--- src/rtl/mux_rr_arbiter.sv ---
// rtl/mux_rr_arbiter.sv - round-robin arbiter driving the registered 4x1 mux select
module mux_rr_arbiter #(
  parameter int MAX_HOLD = 8,
  parameter int CNT_W    = 8
) (
  input  logic             clk,
  input  logic             rst_n,
  input  logic [3:0]       req,
  output logic [3:0]       gnt,
  output logic             s1,
  output logic             s0,
  output logic             valid,
  output logic [CNT_W-1:0] hold_cnt
);

  typedef enum logic {IDLE, GRANT} state_t;

  localparam logic [CNT_W-1:0] HOLD_LAST = CNT_W'(MAX_HOLD - 1);

  state_t           state_q, state_d;
  logic [3:0]       gnt_q, gnt_d;
  logic [1:0]       sel_q, sel_d;
  logic [1:0]       last_q, last_d;
  logic [CNT_W-1:0] cnt_q, cnt_d;

  logic [1:0] base;
  logic [1:0] idx;
  logic [1:0] win;
  logic       found;
  logic       keep;

  // Rotating search starts one past the current owner (or the last owner when idle);
  // the base itself is tried last, which lets a solo owner be re-granted on timeout.
  always_comb begin
    base  = (state_q == GRANT) ? sel_q : last_q;
    found = 1'b0;
    win   = base;
    idx   = base;
    for (int k = 1; k <= 4; k++) begin
      idx = base + 2'(k);
      if (!found && req[idx]) begin
        found = 1'b1;
        win   = idx;
      end
    end
  end

  assign keep = (state_q == GRANT) && req[sel_q] && (cnt_q < HOLD_LAST);

  always_comb begin
    state_d = state_q;
    gnt_d   = gnt_q;
    sel_d   = sel_q;
    last_d  = last_q;
    cnt_d   = cnt_q;
    if (keep) begin
      cnt_d = cnt_q + CNT_W'(1);
    end else if (found) begin
      state_d = GRANT;
      gnt_d   = 4'b0001 << win;
      sel_d   = win;
      last_d  = win;
      cnt_d   = '0;
    end else begin
      // Select keeps its last value while idle.
      state_d = IDLE;
      gnt_d   = 4'b0000;
      cnt_d   = '0;
    end
  end

  always_ff @(posedge clk or negedge rst_n) begin
    if (!rst_n) begin
      state_q <= IDLE;
      gnt_q   <= 4'b0000;
      sel_q   <= 2'b00;
      last_q  <= 2'd3;
      cnt_q   <= '0;
    end else begin
      state_q <= state_d;
      gnt_q   <= gnt_d;
      sel_q   <= sel_d;
      last_q  <= last_d;
      cnt_q   <= cnt_d;
    end
  end

  assign gnt      = gnt_q;
  assign s1       = sel_q[1];
  assign s0       = sel_q[0];
  assign valid    = (state_q == GRANT);
  assign hold_cnt = cnt_q;

endmodule
--- config.mk ---
export PLATFORM = sky130hd
export DESIGN_NAME = mux_rr_arbiter
export DESIGN_NICKNAME = d
export VERILOG_FILES = /design/src/rtl/mux_rr_arbiter.sv
export SDC_FILE = /design/constraint.sdc
export NUM_CORES = 1
export LEC_CHECK = 0
export ABC_CLOCK_PERIOD_IN_PS = 3400
export BUFFER_PORTS_ARGS = -buffer_cell sky130_fd_sc_hd__clkbuf_2
export CORE_MARGIN = 2
export CORE_UTILIZATION = 56
export CTS_BUF_LIST = sky130_fd_sc_hd__clkbuf_2
export DETAILED_ROUTE_END_ITERATION = 12
export HOLD_SLACK_MARGIN = 0.08
export PLACE_DENSITY_LB_ADDON = 0.12
export SYNTH_ARGS = -nofsm -noshare
export SYNTH_HDL_FRONTEND = slang
export SYNTH_SLANG_ARGS = --single-unit
--- constraint.sdc ---
create_clock -name clk -period 3.4 [get_ports clk]
set_clock_uncertainty 0.15 [all_clocks]
set_input_delay 0.68 -clock clk [delete_from_list [all_inputs] [get_ports clk]]
set_output_delay 0.68 -clock clk [all_outputs]
set_load 0.02 [all_outputs]
### After elaboration in Yosys (flattened, before gate mapping)

Index checks and enable logic that the tools add are counted.

* register bits after elaboration: 17
* input port bits: 6
* logic and storage cells: 48
* output and inout port bits: 15

* reduce and logical (&&, ||, !) cells: 9
* add/sub/neg operators: 4
* shift operators: 1
* magnitude comparators: 6
* muxes and demuxes: 22
* bitwise gates (word level): 1

Operator list (count)
* less-than comparator 2 x 3 -> 1 bit (second input constant): 5
* binary-select mux 1 bit (select 2 bit): 5
* 2-to-1 mux 1 bit: 10
* 2-to-1 mux 2 bit: 5
* adder 8 x 1 -> 8 bit (second input constant): 1
* less-than comparator 8 x 3 -> 1 bit (second input constant): 1
* 2-to-1 mux 8 bit: 1
* logical AND 1 bit: 5
* adder 2 bit (second input constant): 2
* 2-to-1 mux 4 bit: 1
* << shifter 1 x 2 -> 4 bit (first input constant): 1
* zero test 1 bit: 3
* adder 2 x 1 -> 2 bit (second input constant): 1
* AND reduction 2 bit: 1
* inverter 1 bit: 1

### Depth between registers and ports, before layout

* word-level depth: 16
* depth in mapped cells: 6
* gate-level depth less buffers: 5

### Worst setup path after synthesis

No wires, ideal clock.

* path kind: input port to flip-flop
* from: input req[3]
* to: register sel_q[0]
* path buffers: 0
* data required time: 3.125 ns
* library setup time: 0.125 ns
* cell stages on the path: 3
* slack: 1.317 ns
* arrival: 1.808 ns
* cells stage by stage: mux4_2 > a31oi_2 > mux2_2

* cells in the longest elaborated chain, start to end: 13
* elaborated cells on any way between the ends: 28
* those cells by class: 18 x mux; 1 x bitwise; 9 x reduce/logical

RTL lines
* from (decl): RTL line 8 `input logic [3:0] req,`
* binary-select mux 1 bit (select 2 bit): RTL line 41 `if (!found && req[idx]) begin`
* 2-to-1 mux 1 bit (not written as such): RTL line 41
* 2-to-1 mux 1 bit: RTL line 41
* zero test 1 bit: RTL line 41
* logical AND 1 bit: RTL line 41
* 2-to-1 mux 1 bit: RTL line 41
* zero test 1 bit: RTL line 41
* logical AND 1 bit: RTL line 41
* 2-to-1 mux 1 bit: RTL line 41
* zero test 1 bit: RTL line 41
* logical AND 1 bit: RTL line 41
* 2-to-1 mux 1 bit: RTL line 41
* AND reduction 2 bit (no source line)
* to (signal assigned): RTL line 82 `sel_q <= sel_d;`
* to (decl): RTL line 22 `logic [1:0] sel_q, sel_d;`

Parallel ways exist; a longest one is shown, timed or not. The select of a mux whose other input is x is not followed.
A chain may end at the register's enable or synchronous reset.

### Worst setup path after layout

* from: register state_q, in the netlist valid
* to: register gnt_q[0], in the netlist gnt[0]

* cells in the longest elaborated chain, start to end: 16
* elaborated cells on any way between the ends: 30
* those cells by class: 3 x add/sub; 1 x shift; 18 x mux; 8 x reduce/logical

RTL lines
* from (decl): RTL line 20 `state_t state_q, state_d;`
* from (signal assigned): RTL line 80 `state_q <= state_d;`
* 2-to-1 mux 2 bit: RTL line 35 `base = (state_q == GRANT) ? sel_q : last_q;`
* adder 2 x 1 -> 2 bit: RTL line 40 `idx = base + 2'(k);`
* binary-select mux 1 bit (select 2 bit): RTL line 41
* 2-to-1 mux 1 bit (not written as such): RTL line 41
* 2-to-1 mux 1 bit: RTL line 41
* zero test 1 bit: RTL line 41
* logical AND 1 bit: RTL line 41
* 2-to-1 mux 1 bit: RTL line 41
* zero test 1 bit: RTL line 41
* logical AND 1 bit: RTL line 41
* 2-to-1 mux 1 bit: RTL line 41
* zero test 1 bit: RTL line 41
* logical AND 1 bit: RTL line 41
* 2-to-1 mux 2 bit: RTL line 41
* << shifter 1 x 2 -> 4 bit: RTL line 60 `gnt_d = 4'b0001 << win;`
* 2-to-1 mux 4 bit: RTL line 58 `end else if (found) begin`
* to (signal assigned): RTL line 81 `gnt_q <= gnt_d;`
* to (decl): RTL line 21 `logic [3:0] gnt_q, gnt_d;`

Parallel ways exist; a longest one is shown, timed or not. The select of a mux whose other input is x is not followed.

==> out/results.txt <==
Tcrit/Tclk final -> 61.44%
DR WL/cell -> 14.23 µm
CP max stage delay -> 0.48 ns
Slew of the pin with the lowest slew margin -> 0.6034 ns
Input/output buffers -> 20
CP max-delay cell -> dfrtp_1
Yosys top cell by area -> dfrtp_1
Max FO, Critical Path -> 6
Crit Reg-Reg Startpoint -> valid$_DFFE_PN0N_
Prevailing post-synth register cell -> dfrtp_1
Starting Density -> 59.52%
Startpoint Class -> register
Max-Cap Viols -> 0
DRC Markers -> 0
Compound-Gate Fraction of Synth Area -> 14.70%
LEAKAGE -> 0.4575 nW
Top post-synthesis cells by area -> dfrtp_1 48%, dfstp_2 6.8%, mux2_2 2.9%
Initial antenna violation count -> 0
Post-cts resize count -> 0
Fmax -> 478.7 MHz
PD cells -> 702.3 nW/µm²
Fin. max-slew vios -> 0
Postcts setup bufs -> 0
Proportion of synthesized area in mux cells -> 10.34%
Area Growth Syn to Fin -> 18.26%
Drt total wl -> 1.451 mm
Vias per cell -> 5.647
Via total after detailed routing -> 576
Drt initial violations -> 29
Reg-to-reg endpoint -> gnt[0]$_DFFE_PN0N_
Vias in the first global route -> 441
Path type of the worst min-delay path -> input port to async pin
Final Hold Fails -> 0
Root buffer cell -> clkbuf_2
Die H -> 41.19 µm
Top cell type's share of synthesized area -> 48.47%
Final Wtd Congestion -> 0.7836
Crit. End Element -> register
Post-synthesis xor/xnor area fraction -> 1.131%
Worst VDD drop -> 0.4595 mV
GRT Overall Usage -> 19.15%
Clk_lat worst skew -> 0.30 ns
Post-Synth Adder-Cell Area -> 1.616%
Simple-Gate Fraction of Synth Area -> 13.09%
Drt pass-1 iters -> 4
Dpl hpwl -> 1.005 mm
Synth Warn # -> 0
Mean Syn Cell Area -> 12.70 µm²
H-tree depth -> 1
CP required -> 3.47 ns
Aggregate negative setup slack -> 0 ns
Gate Count Post-Synth -> 61
Top cells by count, synth -> 15 x dfrtp_1, 5 x nor2_1, 4 x inv_1, 3 x and2_1, 3 x nand2_1
Die area -> 1697 µm²
Most numerous cell in the Yosys netlist -> dfrtp_1
Post-route ant nets -> 0
Core area -> 1301 µm²
Yosys reg bits -> 17
Sequential area share after synthesis -> 55.25%
Run status -> finished, final reports clean
CTS Sinks -> 17
Clock transition at path regs -> 0.17 ns
Largest net degree at the start of global routing -> 18
Critical path class -> register to register
Synth async-reset ratio -> 100.0%
# diodes -> 0
Worst path arrival time -> 2.16 ns
I/O pin count -> 21
Clock buffer depth -> 2
Share of cells above drive strength 1 -> 41.38%
Slew headroom -> 59.44%
Layout Nets -> 95
CTS tree -> yes
Util after Layout -> 70.38%
Cts hold-fix bufs -> 0
# setup viols final -> 0
FF-to-FF path depth -> 5
Reg2Reg Setup Slack -> 1.31 ns
Total grt overflow -> 0
Main combinational cell family by area after synthesis -> compound AO/OA/AOI/OAI gates
Number of synthesized flops with an enable pin -> 0
Netlist cell types -> 33
Row cnt -> 13
Tmin final -> 2.089 ns
RSZ-0062 raised after global routing -> false
DIE WIDTH -> 41.19 µm
CP Cell Sequence -> mux2i_2 -> mux2_1 -> a22oi_2 -> o21ai_2 -> o41ai_2
Inserted Clock Buffers -> 3
Mapped Area -> 774.5 µm²
Global-route wire length before repair -> 1.938 mm
==> metrics by stage <==
stage	total power (W)	hold slack (ns)	setup WS (ns)	instance area, µm²	cells
6_report	0.0006432	0.1115	1.311	915.9	102
4_1_cts	0.0006452	0.1189	1.327	915.9	102
3_5_place_dp	0.0005539	0.3261	1.077	893.4	98
5_1_grt	0.0006813	0.1177	1.196	915.9	102
3_3_place_gp	0.0005464	0.3170	1.123	893.4	98
2_1_floorplan	0.0004805	0.2344	1.317	785.8	64
==> how the worst max path moves through the flow <==
| stage | from | endpoint | slack, ns | depth (start not counted) |
|---|---|---|---|---|
| global route | valid$_DFFE_PN0N_ | gnt[0]$_DFFE_PN0N_ | 1.20 | 5 |
| floorplan | req[3] | sel_q[0]$_DFFE_PN0P_ | 1.32 | 3 |
| finish | valid$_DFFE_PN0N_ | gnt[0]$_DFFE_PN0N_ | 1.31 | 5 |
| CTS | valid$_DFFE_PN0N_ | gnt[0]$_DFFE_PN0N_ | 1.33 | 5 |
| global placement | req[3] | sel_q[0]$_DFFE_PN0P_ | 1.12 | 4 |
| detailed placement | req[3] | sel_q[0]$_DFFE_PN0P_ | 1.08 | 4 |
==> layout make-up <==
class	count	area, µm²
repair buffers	20	100.1
fillers	105	385.4
inverters	4	15.01
well taps	15	18.77
flip-flops and latches	17	427.9
clock buffers	3	15.01
multi-input cells	42	331.6
clock inverters	1	7.507
==> critical path, delay by kind of cell (launching register included) <==
family          cells  cell delay (ns)
mux                 2             0.75
compound gates      3             0.62
flops               1             0.48
==> cells by family after synthesis <==
group                    Yosys count
adder cells (fa/ha/maj)            1
XOR/XNOR                           1
multiplexers                       6
AO/OA/AOI/OAI                     13
buffers and inverters              5
other                              1
flip-flops                        17
AND/OR/NAND/NOR                   17
==> cell usage in the layout, fill, tap and decap left out, drive strengths merged <==
cell type and count:
o21a 1, nor4 2, nor2b 1, dfrtp 15, o22a 1, xnor2 1, o21ai 3, ha 1
and3 1, o41ai 1, and2 3, a21oi 1, nand2 3, mux2i 2, mux4 1, nor3 1
conb 4, nor2 5, o22ai 1, a32o 1, inv 4, mux2 3, a31oi 1, clkbuf 23
a22oi 1, a211oi 1, clkinvlp 1, a22o 1, nand3 1, dfstp 2
==> sequential cells by signal, summed over array words and instances (netlist names) <==
register	cells
last_q	2
sel_q	2
hold_cnt	8
valid	1
gnt	4
==> power by group <==
group / leakage, nW / total [W] / switching [W] / internal, W
logic: 0.237 / 0.000255 / 0.000148 / 0.000107
clock network: 0.0126 / 0.0000937 / 0.0000663 / 0.0000274
registers: 0.208 / 0.000295 / 0.0000365 / 0.000258
total: 0.457 / 0.000643 / 0.000250 / 0.000393
==> routing by layer <==
layer	wire (µm)	share of wire (%)	track usage [%]	up-vias
met1	641	44	26.76	274
met3	96	6.6	3.261	4
met5	0	0	0	-
li1	-	-	-	269
met2	692	48	27.34	29
met4	21	1.4	12.10	0
Power figures use the tool's default switching activity.
